File: config.mk
export PLATFORM = sky130hd
export DESIGN_NAME = sipo_deser_flat
export DESIGN_NICKNAME = d
export VERILOG_FILES = /design/src/rtl/sipo_deser_if.sv /design/src/rtl/sipo_deser.sv /design/src/flat_wrapper.sv
export SDC_FILE = /design/constraint.sdc
export NUM_CORES = 1
export LEC_CHECK = 0
export CAP_MARGIN = 5
export CORE_MARGIN = 4
export CORE_UTILIZATION = 54
export CTS_BUF_LIST = sky130_fd_sc_hd__clkbuf_8
export DETAILED_ROUTE_END_ITERATION = 8
export GPL_TIMING_DRIVEN = 1
export PLACE_DENSITY_LB_ADDON = 0.05
export SYNTH_ARGS = -nofsm -noshare
export SYNTH_HDL_FRONTEND = slang
export SYNTH_SLANG_ARGS = --single-unit
File: constraint.sdc
create_clock -name clk_i -period 2.77 [get_ports clk_i]
set_input_delay 0.554 -clock clk_i [delete_from_list [all_inputs] [get_ports clk_i]]
set_output_delay 0.554 -clock clk_i [all_outputs]
set_load 0.005 [all_outputs]
File: src/rtl/sipo_deser_if.sv
// Serial-link receive bundle: serial bit, strobe, flush, and the parallel word handshake.
// Latency: none; wires only.
// Backpressure: the consumer drives ready_i against valid_o; the serial side has no backpressure.
// Ports:
//   master: serial source plus consumer (drives serialin_i/move_i/clear_i/ready_i).
//   slave : deserializer (drives parallelout_o/valid_o/count_o/overrun_o).
interface sipo_deser_if #(
    parameter int WIDTH = 8
);
    localparam int CW = $clog2(WIDTH + 1);

    logic             serialin_i;
    logic             move_i;
    logic             clear_i;
    logic             ready_i;
    logic [WIDTH-1:0] parallelout_o;
    logic             valid_o;
    logic [CW-1:0]    count_o;
    logic             overrun_o;

    modport master (
        output serialin_i, move_i, clear_i, ready_i,
        input  parallelout_o, valid_o, count_o, overrun_o
    );

    modport slave (
        input  serialin_i, move_i, clear_i, ready_i,
        output parallelout_o, valid_o, count_o, overrun_o
    );
endinterface

File: src/rtl/sipo_deser.sv
// Serial-in/parallel-out deserializer with a one-word holding register and sticky overrun flag.
// Latency: 1 cycle from the edge sampling the last bit to valid_o/parallelout_o.
// Backpressure: none toward the link; a word completing while the holder is full and not consumed is dropped.
// Ports:
//   clk_i  : clock, rising edge.
//   rst_i  : synchronous active-low reset.
//   bus    : sipo_deser_if.slave (serial in, strobe, clear, ready / word, valid, count, overrun).
module sipo_deser #(
    parameter int WIDTH     = 8,
    parameter bit MSB_FIRST = 1'b1
) (
    input  logic         clk_i,
    input  logic         rst_i,
    sipo_deser_if.slave  bus
);
    localparam int CW = $clog2(WIDTH + 1);

    typedef enum logic {
        EMPTY = 1'b0,
        FULL  = 1'b1
    } state_t;

    state_t           state, state_n;
    logic [WIDTH-1:0] sh, sh_n;
    logic [CW-1:0]    cnt, cnt_n;
    logic [WIDTH-1:0] hold, hold_n;
    logic             ovr, ovr_n;

    logic [WIDTH-1:0] shifted;
    logic             complete;

    // Bit order only changes which end the new bit enters from.
    generate
        if (MSB_FIRST) begin : g_msb
            assign shifted = {sh[WIDTH-2:0], bus.serialin_i};
        end else begin : g_lsb
            assign shifted = {bus.serialin_i, sh[WIDTH-1:1]};
        end
    endgenerate

    // clear_i blocks sampling, so a cleared cycle can never complete a word.
    assign complete = bus.move_i && !bus.clear_i && (cnt == CW'(WIDTH - 1));

    always_ff @(posedge clk_i) begin
        if (!rst_i) begin
            state <= EMPTY;
            sh    <= '0;
            cnt   <= '0;
            hold  <= '0;
            ovr   <= 1'b0;
        end else begin
            state <= state_n;
            sh    <= sh_n;
            cnt   <= cnt_n;
            hold  <= hold_n;
            ovr   <= ovr_n;
        end
    end

    // Shift side.
    always_comb begin
        sh_n  = sh;
        cnt_n = cnt;
        if (bus.clear_i) begin
            sh_n  = '0;
            cnt_n = '0;
        end else if (bus.move_i) begin
            sh_n  = shifted;
            cnt_n = complete ? '0 : cnt + CW'(1);
        end
    end

    // Holding side. hold is left stale after a consume; valid_o alone qualifies it.
    always_comb begin
        state_n = state;
        hold_n  = hold;
        ovr_n   = ovr;
        unique case (state)
            EMPTY: begin
                if (complete) begin
                    hold_n  = shifted;
                    state_n = FULL;
                end
            end
            FULL: begin
                if (complete) begin
                    if (bus.ready_i) begin
                        hold_n = shifted;
                    end else begin
                        ovr_n = 1'b1;
                    end
                end else if (bus.ready_i) begin
                    state_n = EMPTY;
                end
            end
            default: state_n = EMPTY;
        endcase
        // Flush wins over a same-cycle overrun; the two cannot coincide anyway.
        if (bus.clear_i) begin
            ovr_n = 1'b0;
        end
    end

    assign bus.parallelout_o = hold;
    assign bus.valid_o       = (state == FULL);
    assign bus.count_o       = cnt;
    assign bus.overrun_o     = ovr;
endmodule

File: src/flat_wrapper.sv
// flat-port wrapper written by rule: the top's interface ports become plain ports
module sipo_deser_flat 
#(
    parameter int WIDTH     = 8,
    parameter bit MSB_FIRST = 1'b1
)
  (clk_i, rst_i, bus_serialin_i, bus_move_i, bus_clear_i, bus_ready_i, bus_parallelout_o, bus_valid_o, bus_count_o, bus_overrun_o);
  sipo_deser_if #(.WIDTH(WIDTH)) bus_i ();
  input  logic clk_i;
  input  logic rst_i;
  input wire logic [$bits(bus_i.serialin_i)-1:0] bus_serialin_i;
  input wire logic [$bits(bus_i.move_i)-1:0] bus_move_i;
  input wire logic [$bits(bus_i.clear_i)-1:0] bus_clear_i;
  input wire logic [$bits(bus_i.ready_i)-1:0] bus_ready_i;
  output wire logic [$bits(bus_i.parallelout_o)-1:0] bus_parallelout_o;
  output wire logic [$bits(bus_i.valid_o)-1:0] bus_valid_o;
  output wire logic [$bits(bus_i.count_o)-1:0] bus_count_o;
  output wire logic [$bits(bus_i.overrun_o)-1:0] bus_overrun_o;
  assign bus_i.serialin_i = bus_serialin_i;
  assign bus_i.move_i = bus_move_i;
  assign bus_i.clear_i = bus_clear_i;
  assign bus_i.ready_i = bus_ready_i;
  assign bus_parallelout_o = bus_i.parallelout_o;
  assign bus_valid_o = bus_i.valid_o;
  assign bus_count_o = bus_i.count_o;
  assign bus_overrun_o = bus_i.overrun_o;
  sipo_deser #(.WIDTH(WIDTH), .MSB_FIRST(MSB_FIRST)) u_core (.clk_i(clk_i), .rst_i(rst_i), .bus(bus_i));
endmodule
; Yosys cells after proc, flatten, opt, wreduce, memory -nomap -nowiden
; Cells that the tools add are included.
; W data, S select, Z words.
[op_classes]
bitwise = 3
n_mux = 9
reduce_logical = 6
addsub = 1
eq_ne = 4
[ops]
columns = cell, count
row1 = $mux W8, 3
row2 = $pmux W8 S2, 1
row3 = $reduce_and A3 Y1, 2
row4 = $add A4 B1 Y4 const B, 1
row5 = $eq A4 B3 Y1 const B, 1
row6 = $mux W4, 1
row7 = $ne A2 B2 Y1 const B, 2
row8 = $mux W1, 3
row9 = $not A1 Y1, 3
row10 = $logic_and A1 B1 Y1, 2
row11 = $ne A2 B1 Y1 const B, 1
row12 = $pmux W1 S2, 1
row13 = $reduce_or A2 Y1, 1
row14 = $logic_not A1 Y1, 1
[word_totals]
ff_bits = 21
out_inout_bits = 14
word_cells = 28

; Depth between registers and ports, before layout
[logic_depth]
depth_word = 5
depth_mapped = 4
ltp_nobuf = 4

; Worst setup path before layout
; No wires, ideal clock.
[synth_timing]
kind = flip-flop to flip-flop
start = reg u_core.cnt[0], in the netlist u_core.bus.count_o[0]
end = reg u_core.hold[0], in the netlist u_core.bus.parallelout_o[0]
t_arrival_ns = 1.336
stages_incl_launch_ff = 5
period_less_slack_ns = 1.408
required_time_ns = 2.698
path_buffers = 0
slack_ns = 1.362
path_cell_list = dfxtp_1 ha_1 nand4b_4 nor3_4 mux2i_1
[synth_via]
elab_chain_cells = 4
word_cells_on_any_way = 5
[synth_rtl]
columns = item, line
row1 = "start, declared", sipo_deser.sv:25  ; logic [CW-1:0] cnt, cnt_n;
row2 = "start signal, assigned", sipo_deser.sv:54  ; cnt <= cnt_n;
row3 = $eq A4 B3 Y1 *, sipo_deser.sv:42  ; assign complete = bus.move_i && !bus.clear_i && (cnt == CW'(WIDTH - 1));
row4 = $logic_and A1 B1 Y1 *, sipo_deser.sv:42
row5 = $ne A2 B2 Y1 (no line) / $ne A2 B1 Y1 (equally long branches), -
row6 = $reduce_and A3 Y1 (no line) *, -
row7 = "end signal, assigned", sipo_deser.sv:55  ; hold <= hold_n;
row8 = "end, declared", sipo_deser.sv:26  ; logic [WIDTH-1:0] hold, hold_n;
; Every way passes the cells marked *; elsewhere a longest branch is shown, timed or not.
; A chain may end at the register's enable or synchronous reset.

; Final worst setup path
[layout_timing]
start = reg u_core.cnt[2], in the netlist u_core.bus.count_o[2]
end = out bus_count_o[2]
[layout_lines]
columns = item, line
row1 = "end, declared", flat_wrapper.sv:17  ; output wire logic [$bits(bus_i.count_o)-1:0] bus_count_o;
; No word-level cell between the ends.

==> impl_results.md <==
- Status: complete, no violations
- Nets: around 110
- DRC: 0
- Final instance area: 1102 um^2
- Vias in the first global route: 515
- Clock Power Share: 35.9%
- Setup ws final: approximately 1 ns
- Slew margin rel.: 66.59%
- Worst vdd ir: 0.0003356 V
- Post-CTS setup buffer count: 0
- Starting Density: 56.98%
- Clk_skew: roughly 0.0021 ns
- Final hold vios: 0
- Ys async rst share: 0%
- Total track usage: about 15%
- Top delay family on crit path: buffers and inverters
- Grt total ovfl: 0
- Routed WL: around 1500 um
- Crit. End Element: output pin
- Die width: between 40 and 50 um
- Worst Path Max Fanout: 4
- Core region area: 1506 um^2
- Critical path cell sequence: clkdlybuf4s50_1
- Post-synth top area share: 48.98%
- Least-Margin Pin Slew: ~0.50 ns
- Mean Syn Cell Area: 10.34 um^2
- Yosys warns: 0
- Initial antenna violation count: 0
- RSZ-0062 raised after global routing: no
- Routed vias/inst: about 5.1
- Row Count: 14
- Psw: 106.3 uW
- Pleak: between 0.0004 and 0.0005 uW
- Post-DP HPWL: ~1000 um
- Io pins: 20
- CTS Buf Count: 3
- Biggest area consumer among synthesized cells: dfxtp_1
- # setup viols final: 0
- Comb pwr share: between 5 and 6%
- Top FF cell, synth: dfxtp_1
- End-of-flow core utilization: 73.17%
- Ant diodes: 0
- Number of synthesized flops with an enable pin: 0
- Mapped Area: ~860 um^2
- Post-synth top cells: 21 x dfxtp_1, 17 x nand2_1, 16 x mux2i_1
- Min-Delay Path Class: reg -> reg
- Max Cap Viol: 0
- Layout area overhead: 28.43%
- Synth cell types: 21
- RePlAce Congestion: 0.7207
- Post-CTS sizing: 0
- Worst Path Buf+Inv: 1
- CP Class: reg -> out
- Part of the power in registers: about 58%
- Slew Limit Fails: 0
- P_int: 417.5 uW
- CP Data Required Time: 2.22 ns
- Final period util: 64.36%
- H-tree levels: 1
- PortBufs: 19
- Clk_lat worst skew: 0.25 ns
- Die H: 47.87 um
- Min Clock Period, post-route: around 1.8 ns
- Max frequency: 0.5609 GHz
- Synth Register Bits: 21
- CTS tree: yes
- Wire per inst: 11.98 um
- Layout cell share with drive strength beyond 1: 8.571%
- Cts hold-fix bufs: 0
- Via Count: 614
- Sequential fraction of the synthesis area: 48.98%
- Largest net degree at the start of global routing: 19
- ANT nets after route: 0
- PwrDens: 475.2 nW/um^2
- Dpl ws: 0.7763 ns
- Reg clk slew, reported paths: 0.07 ns
- DP Area: around 1100 um^2
- Initial DRC Count: 6
- Count leader, synth: dfxtp_1
- Sw Share: 20.30%
- CP arrival: 1.23 ns
- Setup TNS: 0 ns
- Crit start category: flip-flop
- Syn Inst Count: 83
- First drt pass iteration count: 4
- Crit-path slowest cell: clkdlybuf4s50_1
- Clk buf depth: 2
- Sink Count: 21
- Synth area leaders: dfxtp_1 49%, mux2i_1 19%, nand2_1 7.4%
- Die area: 2292 um^2
- Net Count, Synth: 90
- CTS Root Cell: clkbuf_8
- Crit-path max cell delay: ~0.54 ns
- Global-route wire length before repair: 2359 um
-- cell type report --
cell class | count | area [um^2]
clock inverter | 1 | 3.754
timing repair buffer | 22 | 212.7
fill | 118 | 404.1
multi-input combinational | 58 | 404.1
sequential | 21 | 420.4
tap | 16 | 20.02
clock buffer | 3 | 41.29
-- power groups by stage --
stage / registers (uW) / clock network (uW) / logic, uW
after floorplan: 312 / 0 / 17.5
after global placement: 312 / 0 / 30.4
after detailed placement: 312 / 0 / 30.6
after CTS: 305 / 194 / 30.6
after global routing: 305 / 206 / 33.0
final: 305 / 188 / 30.8
-- kinds of logic (layout without fill, tap and decap cells) --
family / Yosys count / count (layout) / share of synthesized area [%]
fa+ha+maj: 1 / 1 / 1.457
simple gates: 36 / 36 / 22.16
mux: 16 / 16 / 18.66
compound gates: 3 / 3 / 2.771
flops: 21 / 21 / 48.98
buf+inv: 4 / 26 / 3.934
xor+xnor: 2 / 2 / 2.041
-- metal layers --
layer	GRT usage, %	vias to the layer above	wire length (um)	share of wire (%)
met5	0	-	0	0
met4	6.452	0	13	0.90
met3	4.511	2	81	5.6
li1	-	322	-	-
met2	19.79	14	611	42
met1	22.00	276	743	51
-- path summary, 6_finish.rpt --
path	slack, ns	to	startpoint	cells after the start
setup / recovery	0.99	bus_count_o[2]	u_core.bus.count_o[2]$_SDFFE_PP0P_	1
hold / removal	0.46	u_core.bus.parallelout_o[4]$_SDFFE_PN0P_	u_core.bus.parallelout_o[4]$_SDFFE_PN0P_	2
setup reg to reg	1.23	u_core.bus.parallelout_o[0]$_SDFFE_PN0P_	u_core.bus.count_o[0]$_SDFFE_PP0P_	4
hold reg to reg	0.46	u_core.bus.parallelout_o[4]$_SDFFE_PN0P_	u_core.bus.parallelout_o[4]$_SDFFE_PN0P_	2
-- placed cells by master (no fill, tap or decap) --
cell type,instances
nand2b_1,2
nand4_1,1
nor2_1,10
mux2i_1,16
nand4b_4,1
nor3_1,1
xor2_1,2
o21a_1,1
ha_1,1
buf_4,3
clkbuf_8,3
clkdlybuf4s50_1,19
nor2b_2,1
o21ba_1,1
or3b_1,1
nand2_1,17
o22ai_1,1
inv_1,1
nor3b_1,1
nor3_4,1
dfxtp_1,21
-- stage by stage --
step,power (uW),hold slack (ns),instances
finish,523.8,0.4557,121
global route,544.1,0.4730,121
CTS,530.0,0.4588,121
detailed placement,342.5,0.4452,117
global placement,342.2,0.4434,117
floorplan,329.2,0.4373,83
-- registers in the layout (all words and copies together), names as in the netlist --
| register | count |
|---|---|
| u_core.sh | 7 |
| u_core.bus.count_o | 4 |
| u_core.bus.valid_o | 1 |
| u_core.bus.parallelout_o | 8 |
| u_core.bus.overrun_o | 1 |
No activity file was read; power rests on OpenSTA's default activity.
